===== src/rtl/multi_channel_interval_tracker.sv =====
// Multi-channel interval tracker: rolling timestamped history of tracked/corroborating
// signal pairs, answering req/ack look-back queries for the first interval after prev_end.
module multi_channel_interval_tracker #(
  parameter  int NUM_CHANNELS = 4,
  parameter  int DEPTH        = 16,
  parameter  int TIME_WIDTH   = 32,
  localparam int CW           = (NUM_CHANNELS > 1) ? $clog2(NUM_CHANNELS) : 1,
  localparam int PW           = $clog2(DEPTH),
  localparam int LW           = $clog2(DEPTH) + 1
) (
  input  logic                    clk,
  input  logic                    rst,
  input  logic                    sample_en,
  input  logic [TIME_WIDTH-1:0]   time_i,
  input  logic [NUM_CHANNELS-1:0] tracked_i,
  input  logic [NUM_CHANNELS-1:0] corrob_i,
  input  logic                    query_valid,
  output logic                    query_ready,
  input  logic [CW-1:0]           query_chan,
  input  logic [LW-1:0]           query_len,
  input  logic                    end_upd_valid,
  input  logic [CW-1:0]           end_upd_chan,
  input  logic [TIME_WIDTH-1:0]   end_upd_time,
  output logic                    result_valid,
  input  logic                    result_ready,
  output logic [TIME_WIDTH-1:0]   result_start,
  output logic [TIME_WIDTH-1:0]   result_end,
  output logic                    result_has_start,
  output logic                    result_has_end,
  output logic                    result_err
);

  typedef struct packed {
    logic [TIME_WIDTH-1:0]   ts;
    logic [NUM_CHANNELS-1:0] tracked;
    logic [NUM_CHANNELS-1:0] corrob;
  } entry_t;

  typedef enum logic [1:0] {IDLE, SCAN, RESP} state_e;

  state_e                  state_q, state_d;
  entry_t                  mem_q [DEPTH];
  logic [PW-1:0]           wr_ptr_q;
  logic [LW-1:0]           count_q;
  logic [TIME_WIDTH-1:0]   prev_end_q [NUM_CHANNELS];
  logic [NUM_CHANNELS-1:0] prev_end_valid_q;

  // Per-query scan context; the result registers double as the response payload.
  logic [CW-1:0]         chan_q, chan_d;
  logic [LW-1:0]         rem_q, rem_d;
  logic [PW-1:0]         rd_ptr_q, rd_ptr_d;
  logic [TIME_WIDTH-1:0] pe_q, pe_d;
  logic                  pev_q, pev_d;
  logic                  has_start_q, has_start_d;
  logic [TIME_WIDTH-1:0] start_q, start_d;
  logic                  c0_q, c0_d;
  logic                  has_end_q, has_end_d;
  logic [TIME_WIDTH-1:0] end_q, end_d;
  logic [TIME_WIDTH-1:0] prev_ts_q, prev_ts_d;
  logic                  err_q, err_d;

  logic   accept, len_ok;
  entry_t cur;
  logic   cur_tr, cur_co;
  logic   start_hit, end_stop, end_tent, scan_done, scan_wr;

  assign accept = query_valid && (state_q == IDLE);
  assign len_ok = (query_len != '0) && (query_len <= count_q);

  // Entry under examination is read combinationally, so a write to the same slot
  // this cycle only lands at the edge and cannot disturb the scan.
  assign cur       = mem_q[rd_ptr_q];
  assign cur_tr    = cur.tracked[chan_q];
  assign cur_co    = cur.corrob[chan_q];
  assign start_hit = !has_start_q && cur_tr && (!pev_q || (cur.ts > pe_q));
  assign end_stop  = has_start_q && (!cur_tr || (c0_q && !cur_co));
  assign end_tent  = has_start_q && !end_stop && !c0_q && cur_co;
  assign scan_done = (rem_q == LW'(1)) || end_stop;
  assign scan_wr   = (state_q == SCAN) && scan_done && has_end_d;

  // NOTE: the history RAM carries no reset; count_q bounds every query, so stale
  // slots are never observed and the array maps onto plain storage.
  always_ff @(posedge clk) begin
    if (sample_en) mem_q[wr_ptr_q] <= '{ts: time_i, tracked: tracked_i, corrob: corrob_i};
  end

  always_ff @(posedge clk or posedge rst) begin
    if (rst) begin
      wr_ptr_q <= '0;
      count_q  <= '0;
    end else if (sample_en) begin
      wr_ptr_q <= wr_ptr_q + PW'(1);
      if (count_q != LW'(DEPTH)) count_q <= count_q + LW'(1);
    end
  end

  always_ff @(posedge clk or posedge rst) begin
    if (rst) begin
      state_q <= IDLE;
    end else begin
      state_q <= state_d;
    end
  end

  // NOTE: every combinational output gets a default before any branch, so no
  // path leaves a value unassigned and no latch is inferred.
  always_comb begin
    state_d = state_q;
    unique case (state_q)
      IDLE:    if (accept) state_d = len_ok ? SCAN : RESP;
      SCAN:    if (scan_done) state_d = RESP;
      RESP:    if (result_ready) state_d = IDLE;
      default: state_d = IDLE;
    endcase
  end

  always_comb begin
    query_ready  = (state_q == IDLE);
    result_valid = (state_q == RESP);
  end

  always_comb begin
    chan_d      = chan_q;
    rem_d       = rem_q;
    rd_ptr_d    = rd_ptr_q;
    pe_d        = pe_q;
    pev_d       = pev_q;
    has_start_d = has_start_q;
    start_d     = start_q;
    c0_d        = c0_q;
    has_end_d   = has_end_q;
    end_d       = end_q;
    prev_ts_d   = prev_ts_q;
    err_d       = err_q;
    if (accept) begin
      chan_d      = query_chan;
      rem_d       = query_len;
      rd_ptr_d    = wr_ptr_q - query_len[PW-1:0];
      pe_d        = prev_end_q[query_chan];
      pev_d       = prev_end_valid_q[query_chan];
      has_start_d = 1'b0;
      start_d     = '0;
      c0_d        = 1'b0;
      has_end_d   = 1'b0;
      end_d       = '0;
      err_d       = !len_ok;
    end else if (state_q == SCAN) begin
      rd_ptr_d  = rd_ptr_q + PW'(1);
      rem_d     = rem_q - LW'(1);
      prev_ts_d = cur.ts;
      if (start_hit) begin
        has_start_d = 1'b1;
        start_d     = cur.ts;
        c0_d        = cur_co;
      end
      // A terminating entry closes the interval at the previous sample; a
      // corroborating edge on an uncorroborated start only moves the end forward.
      if (end_stop) begin
        has_end_d = 1'b1;
        end_d     = prev_ts_q;
      end else if (end_tent) begin
        has_end_d = 1'b1;
        end_d     = cur.ts;
      end
    end
  end

  always_ff @(posedge clk or posedge rst) begin
    if (rst) begin
      chan_q      <= '0;
      rem_q       <= '0;
      rd_ptr_q    <= '0;
      pe_q        <= '0;
      pev_q       <= 1'b0;
      has_start_q <= 1'b0;
      start_q     <= '0;
      c0_q        <= 1'b0;
      has_end_q   <= 1'b0;
      end_q       <= '0;
      prev_ts_q   <= '0;
      err_q       <= 1'b0;
    end else begin
      chan_q      <= chan_d;
      rem_q       <= rem_d;
      rd_ptr_q    <= rd_ptr_d;
      pe_q        <= pe_d;
      pev_q       <= pev_d;
      has_start_q <= has_start_d;
      start_q     <= start_d;
      c0_q        <= c0_d;
      has_end_q   <= has_end_d;
      end_q       <= end_d;
      prev_ts_q   <= prev_ts_d;
      err_q       <= err_d;
    end
  end

  always_ff @(posedge clk or posedge rst) begin
    if (rst) begin
      prev_end_valid_q <= '0;
    end else begin
      if (scan_wr)       prev_end_valid_q[chan_q]       <= 1'b1;
      if (end_upd_valid) prev_end_valid_q[end_upd_chan] <= 1'b1;
    end
  end

  // NOTE: the explicit update is the later non-blocking assignment, so it wins
  // over a same-cycle scan write to the same channel.
  always_ff @(posedge clk) begin
    if (scan_wr)       prev_end_q[chan_q]       <= end_d;
    if (end_upd_valid) prev_end_q[end_upd_chan] <= end_upd_time;
  end

  assign result_start     = start_q;
  assign result_end       = end_q;
  assign result_has_start = has_start_q;
  assign result_has_end   = has_end_q;
  assign result_err       = err_q;

endmodule


===== config.mk =====
export PLATFORM = sky130hd
export DESIGN_NAME = multi_channel_interval_tracker
export DESIGN_NICKNAME = d
export VERILOG_FILES = /design/src/rtl/multi_channel_interval_tracker.sv
export SDC_FILE = /design/constraint.sdc
export NUM_CORES = 1
export LEC_CHECK = 0
export CAP_MARGIN = 5
export CORE_ASPECT_RATIO = 0.9
export CORE_UTILIZATION = 49
export DETAILED_ROUTE_END_ITERATION = 8
export GPL_TIMING_DRIVEN = 0
export PLACE_DENSITY = 0.66
export SYNTH_ARGS = -nofsm -noshare
export SYNTH_HDL_FRONTEND = slang
export SYNTH_SLANG_ARGS = --single-unit

===== constraint.sdc =====
create_clock -name clk -period 8.1 [get_ports clk]
set_clock_uncertainty 0.2 [all_clocks]
set_input_delay 1.62 -clock clk [delete_from_list [all_inputs] [get_ports clk]]
set_output_delay 1.62 -clock clk [all_outputs]
set_load 0.01 [all_outputs]

### After elaboration in Yosys (flattened, before gate mapping)

Memories as Yosys holds them, arrays and structs flattened. A register that Yosys moved wholly into a read port is not among the register bits.
Cells that the tools add are included.

* input bits: 87
* bits in writable memories: 768
* output and inout port bits: 69
* memories kept: 2
* register bits after elaboration: 127

Memories
* mem_q: words 16, width 40, read ports 1, clocked after Yosys merged registers in 0, write ports 1, line 42 `entry_t mem_q [DEPTH];`
* prev_end_q: words 4, width 32, read ports 1, clocked after Yosys merged registers in 1, write ports 2, line 45 `logic [TIME_WIDTH-1:0] prev_end_q [NUM_CHANNELS];`

* reductions and logical operators: 31
* magnitude comparators: 7
* equality and inequality tests: 7
* bitwise gates (word level): 3
* muxes and demuxes: 44
* add/subtract/negate cells: 5

Operators with widths (count)
* $mux 32: 7
* $gt 32x32->1: 1
* $mux 1: 21
* $mux 4: 4
* $logic_and 1x1->1: 13
* $mux 5: 2
* $lt 2x3->1 const B: 3
* $add 4x1->4 const B: 2
* $mux 2: 4
* $or 4x4->4: 2
* $logic_not 1->1: 7
* $bmux 1 s2: 3
* $pmux 2 s3: 1
* $reduce_and 2->1: 3
* $add 5x1->5 const B: 1
* $eq 5x1->1 const B: 1
* $le 5x5->1: 1
* $ne 5x5->1 const B: 1
* $reduce_bool 5->1: 1
* $sub 5x1->5 const B: 1
* $demux 1 s2: 2
* $ge 2x1->1 const B: 2
* $ne 2x1->1 const B: 2
* $reduce_bool 2->1: 2
* 8 further kinds: 10

### Longest topological paths before layout

Gate-level depths: netlist of run 1.
An unclocked memory read counts as a cell.

* depth after elaboration: 19
* gate-level depth with buffers: 21
* depth with buffers taken out: 14

### Worst setup path after synthesis of run 1

Ideal clock, no wire load.

* kind: input port to flip-flop
* start: input port sample_en
* end: memory mem_q[11][0] (netlist bit), enable pin
* stages: 3
* path slack: 2354 ps
* library setup time: 495 ps
* arrival time: 5051 ps
* cells stage by stage: clkbuf_1 > nand2_1 > nor3b_1

* longest elaborated chain between the ends: 2

RTL lines
* start: declaration: line 13 `input logic sample_en,`
* $mux 1: line 84 `if (sample_en) mem_q[wr_ptr_q] <= '{ts: time_i, tracked: tracked_i, corrob: corrob_i};`
* $mux 1 (implied by the code): line 84
* end: declaration: line 42

No other way between the ends.

==> results of run 1 <==
worst max-delay path, stage by stage (launching register included):
cell and delay, ns:
dfrtp_1 0.43, buf_2 0.32, and2_1 0.29, buf_2 0.31
buf_1 0.50, clkbuf_1 0.72, a221oi_1 0.21, o21ai_0 0.72
nand2_1 0.31, ha_1 0.38, nand4_1 0.27, nor4_1 0.70
o211ai_1 0.18, nand3_1 0.13, nand2_1 0.11, a21oi_1 0.72
buf_2 0.45, mux2_2 0.38
area by class of cell:
type | count | share of cell area, %
Tap cell | 1039 | 2.88
Inverter | 49 | 0.419
Timing Repair Buffer | 185 | 4.57
Sequential cell | 927 | 60.0
Clock buffer | 117 | 5.43
Multi-Input combinational cell | 1332 | 24.1
Buffer | 149 | 1.57
Antenna cell | 4 | 0.0222
Clock inverter | 56 | 1.04
worst min-delay path by stage:
stage | endpoint | slack [ns] | depth (start not counted)
6_report | prev_ts_q[0]$_DFFE_PP0P_ | 0.28 | 2
5_1_grt | prev_ts_q[0]$_DFFE_PP0P_ | 0.31 | 2
4_1_cts | prev_ts_q[0]$_DFFE_PP0P_ | 0.28 | 2
3_5_place_dp | prev_end_valid_q[2]$_DFF_PP0_ | 0.27 | 2
3_3_place_gp | prev_end_valid_q[0]$_DFF_PP0_ | 0.26 | 2
2_1_floorplan | prev_end_valid_q[0]$_DFF_PP0_ | 0.24 | 2
report_power, final:
group / internal (mW) / switching [mW]
Combinational: 2.31 / 3.83
Sequential: 6.02 / 0.376
Clock: 2.31 / 1.81
Total: 10.6 / 6.02
per-stage QoR:
| stage | hold slack [ns] | util (%) | TNS [ns] |
|---|---|---|---|
| 4_1_cts | 0.281 | 57.8 | 0 |
| 6_report | 0.279 | 57.8 | 0 |
| 3_5_place_dp | 0.266 | 54.0 | 0 |
| 2_1_floorplan | 0.240 | - | 0 |
| 3_3_place_gp | 0.256 | 53.2 | -229.41 |
| 5_1_grt | 0.309 | 57.8 | 0 |
flip-flops by register name, summed over array words and instances, names as in the netlist:
| signal | count |
|---|---|
| prev_end_valid_q | 4 |
| count_q | 5 |
| wr_ptr_q | 4 |
| pe_q | 32 |
| state_q | 2 |
| rem_q | 5 |
| result_start | 32 |
| c0_q | 1 |
| result_has_start | 1 |
| prev_end_q | 128 |
| prev_ts_q | 32 |
| rd_ptr_q | 4 |
| result_has_end | 1 |
| chan_q | 2 |
| result_end | 32 |
| result_err | 1 |
| mem_q | 640 |
| pev_q | 1 |
cells in the mapped netlist, drive strengths merged, types with 47 or more instances:
master	number
nand2	213
a221oi	66
o21ai	205
edfxtp	768
a21oi	74
and2	47
ha	49
dfrtp	159
mux2	65
nor2	74
buf	58
mux2i	174
clkbuf	91
mux4	108
inv	49
layer usage:
layer / vias up / GRT usage, % / wire, um
li1: 10100 / - / -
met1: 12100 / 36.5 / 43100
met2: 1008 / 42.2 / 50100
met3: 165 / 3.83 / 7870
met4: 6 / 8.07 / 2590
met5: - / 0 / 35
placed cells by master, fill, tap and decap left out, types with 34 or more instances in the layout:
cell	n
a21oi_1	55
a221oi_1	64
a22oi_1	45
and2_1	34
clkbuf_1	112
clkbuf_16	93
clkdlybuf4s50_1	151
dfrtp_1	159
edfxtp_1	768
ha_1	49
inv_1	48
mux2_2	65
mux2i_1	174
mux4_2	108
nand2_1	213
nand3_1	46
nor2_1	74
o21ai_0	199
kinds of logic (layout without fill, tap and decap cells):
family	after synthesis	after routing	synth area share, %
muxes	347	347	12.7
buffers and inverters	198	556	2.30
adders and majority gates	50	50	1.64
DFF	927	927	69.8
and+or+nand+nor	443	443	5.20
xor gates and xnor gates	13	13	0.294
other	0	4	0
AOI/OAI and AO/OA	479	479	8.05
==> run summary, run 1 <==
CTS Hold Buffers Added: 0
endpoint of the lowest-slack register-to-register path: result_start[9]$_DFFE_PP0P_
category of the worst setup path launch point: flop
leakage power total: 15.7 nW
fin nets: 2,873
initial antenna violation count: 7
category of the worst setup path capture point: flop
pre-CTS worst setup slack: 0.756 ns
Non-Filler Cell Area, Final: 0.0451 mm^2
count of clock tree sinks: 927
main area contributors after synthesis: edfxtp_1, dfrtp_1, mux4_2
Cell Area, Synth: 0.0387 mm^2
maximum clock path buffer count: 3
Setup violations, final: 0
share of post-route cells with drive strength above 1: 15.8%
wire length of the first global-routing pass: 152 mm
post-CTS resize count: 0
footprint of the flip-flops and latches: 0.0270 mm^2
critical path data required time: 8.44 ns
Final min period: 7.51 ns
WS Path Type: flop to flop
Clock Latency Late Sink: 0.67 ns
number of instances in the synthesized netlist: 2,457
starting density of the core: 49.6%
layout overhead on the synthesized area: 16.5%
upper clock frequency limit: 0.133 GHz
HPWL after detailed placement: 72.3 mm
synth warn: 0
Max Cap Viol: 0
number of non-filler instances in the completed layout: 3,858
multi-input gate area in the final layout: 0.0109 mm^2
FF+latch count, synth: 927
overall overflow remaining after global route: 0
via density per instance: 6.06
H-tree depth: 3
syn nets: 2,594
DP Area: 0.0422 mm^2
main flop type after synthesis: edfxtp_1
flop2flop setup slack: 0.59 ns
least setup slack across all paths after layout: 0.595 ns
setup repair after global routing missed its margin: no
number of buffers inserted by port buffering: 151
outcome: completed
number of fillers in the final layout: 5,927
TritonCTS clock tree: yes
number of global-route vias before repair: 23.4k
total routed wirelength: 104 mm
crit path max fanout: 10
count of placed standard cells including taps: 3,681
router iterations before antenna repair: 5
slew margin rel.: 16.5%
Total Routing Usage GR: 26.0%
Core Region: 0.0780 mm^2
height of the die: 269 um
drt initial violations: 2,581
Peak supply drop: 0.198 mV
Seq/Total Area, Yosys: 69.8%
RD Place Congestion: 0.873
worst setup path endpoint: result_start[9]$_DFFE_PP0P_
cell taking the most area after synthesis: edfxtp_1
Clock Tree Root: clkbuf_16
actual slew at the worst max-slew pin: 1.25 ns
setup repair bufs after CTS: 0
max-slew violation total from the final report: 0
vias after detailed routing: 23.4k
start point of the critical path: rd_ptr_q[1]$_DFFE_PP0P_
post-detailed-route wirelength per cell: 26.9 um
hold crit path type: flop to flop
area share of the leading cell type in the synthesized netlist: 59.6%
share of synthesized flip-flops with an asynchronous set or reset: 17.2%
share of the clock period used by the worst path after layout: 92.7%
Worst Path Arrival: 7.84 ns
number of enable-type register cells in the synthesized netlist: 768
DIE WIDTH: 298 um
pin count of the biggest net entering global routing: 94
number of buffers inserted during clock tree synthesis: 92
I/O pin total: 156
launch instance of the worst min-delay path: prev_ts_q[0]$_DFFE_PP0P_
final hold viol count: 0
total power of the final layout: 16.7 mW
power density over the cells: 369 mW/mm^2
die area: 0.0801 mm^2
post-route ant nets: 0
number of unique standard cell types used by synthesis: 61
path depth of the worst reg2reg path: 17
placement row count: 97
clock transition at the registers of the reported paths: 0.06 ns
startpoint of the lowest-slack register-to-register path: rd_ptr_q[1]$_DFFE_PP0P_
synthesized area per cell: 15.8 um^2
Residual DRC: 0
Note: power is estimated with default switching activity, not from simulation.
==> inputs of run 2 (changes only) <==
--- a/config.mk
+++ b/config.mk
@@ -9,8 +9,9 @@
 export CORE_ASPECT_RATIO = 0.9
 export CORE_UTILIZATION = 49
 export DETAILED_ROUTE_END_ITERATION = 8
+export DONT_BUFFER_PORTS = 1
 export GPL_TIMING_DRIVEN = 0
-export PLACE_DENSITY = 0.66
+export RECOVER_POWER = 50
 export SYNTH_ARGS = -nofsm -noshare
 export SYNTH_HDL_FRONTEND = slang
 export SYNTH_SLANG_ARGS = --single-unit
==> run 2 against run 1 <==
Against the previous run:
- the flow now finishes with violations (capacitance limit, slew limit)
- die area stayed put
- first-iteration DRC count is 13% lower
- via count is 4.1% lower
- clock power is 11% higher
- cell count is 3.8% lower
- utilization is 1.6 points lower
- count of clock-buffer cells in the layout is 8 higher
- sequential power is 2% higher
- cell area is 2.8% lower
- register-to-register slack worse by 0.05 ns
- critical path type unchanged
==> run summary, run 2 (synthesized netlist as in run 1, its figures left out) <==
category of the worst setup path capture point: flop
category of the worst setup path launch point: flop
count of clock tree sinks: 927 (unchanged)
worst hold slack after final layout: 0.279 ns (+0.000151 ns)
starting density of the core: 49.6% (unchanged)
Final min period: 7.55 ns (+0.0494 ns)
DP Area: 0.0407 mm^2 (-3.5%)
number of global-route vias before repair: 22.7k (-2.7%)
WS Path Type: flop to flop
total power of the final layout: 16.7 mW (+0.42%)
DIE WIDTH: 298 um (unchanged)
fin nets: 2,726 (-5.1%)
H-tree depth: 3 (unchanged)
RD Place Congestion: 0.956 (+9.6%)
initial antenna violation count: 1 (-6)
critical path data required time: 8.44 ns (about the same)
post-detailed-route wirelength per cell: 27.9 um (+4.0%)
Regs by FF count: mem_q (640), prev_end_q (128)
Max Cap Viol: 11 (+11)
leading cell type in the layout, fill and taps excluded: edfxtp_1
diodes inserted: 0 (-4)
overall overflow remaining after global route: 0 (unchanged)
maximum clock path buffer count: 3 (unchanged)
number of buffers inserted during clock tree synthesis: 97 (+5.4%)
Setup violations, final: 0 (unchanged)
Residual DRC: 0 (unchanged)
via density per instance: 6.04 (-0.29%)
upper clock frequency limit: 0.132 GHz (-0.65%)
max FFs per register: 640 (unchanged)
post-CTS resize count: 0 (unchanged)
CTS Hold Buffers Added: 0 (unchanged)
router iterations before antenna repair: 6 (+1)
share of the clock period used by the worst path after layout: 93.3% (+0.61 points)
layout overhead on the synthesized area: 13.3%
Reg with most FFs: mem_q
pin count of the biggest net entering global routing: 127 (+35%)
number of buffers inserted by port buffering: 0 (-100%)
failing checks: capacitance limit, slew limit
HPWL after detailed placement: 73.1 mm (+1.1%)
Clock Latency Late Sink: 0.67 ns (about the same)
setup repair after global routing missed its margin: no
Clock Tree Root: clkbuf_16
drt initial violations: 2,250 (-13%)
Fin Setup TNS: 0 ns (unchanged)
leakage power total: 15.3 nW (-2.8%)
setup repair bufs after CTS: 0 (unchanged)
crit path max fanout: 10 (unchanged)
Core Region: 0.0780 mm^2 (unchanged)
leading cell types in the layout, fill and taps excluded: edfxtp_1, nand2_1, o21ai_0, mux2i_1, dfrtp_1
Peak supply drop: 0.216 mV (+9.2%)
TritonCTS clock tree: yes
wire length of the first global-routing pass: 152 mm (-0.30%)
height of the die: 269 um (unchanged)
post-route ant nets: 0 (unchanged)
outcome: finished with violations
Total Routing Usage GR: 26.0% (about the same)
die area: 0.0801 mm^2 (unchanged)
Non-Filler Cell Area, Final: 0.0439 mm^2 (-2.8%)
Worst Path Arrival: 7.89 ns (+0.05 ns)
I/O pin total: 156 (unchanged)
share of post-route cells with drive strength above 1: 16.7% (+0.85 points)
slew margin rel.: -116% (-130 points)
hold crit path type: flop to flop
final hold viol count: 0 (unchanged)
total routed wirelength: 104 mm (about the same)
clock transition at the registers of the reported paths: 0.06 ns (about the same)
actual slew at the worst max-slew pin: 3.23 ns (+1.98 ns)
placement row count: 97 (unchanged)
max-slew violation total from the final report: 348 (+348)
power density over the cells: 382 mW/mm^2 (+3.3%)
vias after detailed routing: 22.4k (-4.1%)
-- run 2: cell types whose count changed in the layout (fill, tap and decap cells not counted), sizes merged --
| cell | change |
|---|---|
| clkinvlp | -2 |
| clkdlybuf4s50 | -151 |
| buf | -5 |
| bufinv | +9 |
| inv | +4 |
| clkinv | -11 |
| clkbuf | +12 |
| diode | -4 |
-- run 2: final timing paths --
kind	slack, ns	end	startpoint	cells past startpoint
worst max-delay path	0.55	result_start[20]$_DFFE_PP0P_	rd_ptr_q[1]$_DFFE_PP0P_	17
max in group asynchronous	2.92	result_start[24]$_DFFE_PP0P_	rst	2
worst max register to register	0.55	result_start[20]$_DFFE_PP0P_	rd_ptr_q[1]$_DFFE_PP0P_	17
worst min-delay path	0.28	prev_ts_q[0]$_DFFE_PP0P_	prev_ts_q[0]$_DFFE_PP0P_	2
min in group asynchronous	0.99	result_err$_DFFE_PP0P_	rst	1
worst min register to register	0.28	prev_ts_q[0]$_DFFE_PP0P_	prev_ts_q[0]$_DFFE_PP0P_	2
-- run 2: routing by layer --
metal	global-route usage, %	part of all wire (%)
met3	5.63	8.4
met5	0	0
met1	35.0	41
met2	42.5	48
met4	7.96	2.7
-- run 2: critical path: stages, from the launching register on --
cell and delay, ns:
dfrtp_1 0.41, buf_2 0.30, and2_1 0.26, buf_2 0.34, buf_1 0.51, clkbuf_1 0.74, a221oi_1 0.21, o21ai_0 0.67
nand2_1 0.28, ha_1 0.37, nand4_1 0.32, nor4_1 0.79, nand2_1 0.23, nand3_1 0.14, nand2_1 0.10, a21oi_1 0.73
buf_2 0.44, mux2_2 0.38
-- run 2: power breakdown --
| part | switching (mW) | internal, mW |
|---|---|---|
| sequential | 0.473 | 6.02 |
| clock | 1.85 | 2.70 |
| combinational | 3.66 | 2.02 |
-- run 2: area by class of cell --
class / instances / area, um^2
Fill cell: 6093 / 34200
Buffer: 149 / 708
Inverter: 49 / 185
Tap cell: 1039 / 1300
Timing Repair Buffer: 33 / 517
Sequential cell: 927 / 27000
Clock inverter: 56 / 659
Clock buffer: 125 / 2580
Multi-Input combinational cell: 1332 / 10900
-- run 2: per-stage QoR --
stage                     worst slack, ns  std cells  util [%]
after floorplan                      1.99       2457         -
after global placement              -1.19       3496      51.3
after detailed placement            0.601       3529      52.2
after CTS                           0.577       3710      56.3
after global routing                0.290       3710      56.2
final                               0.545       3710      56.2
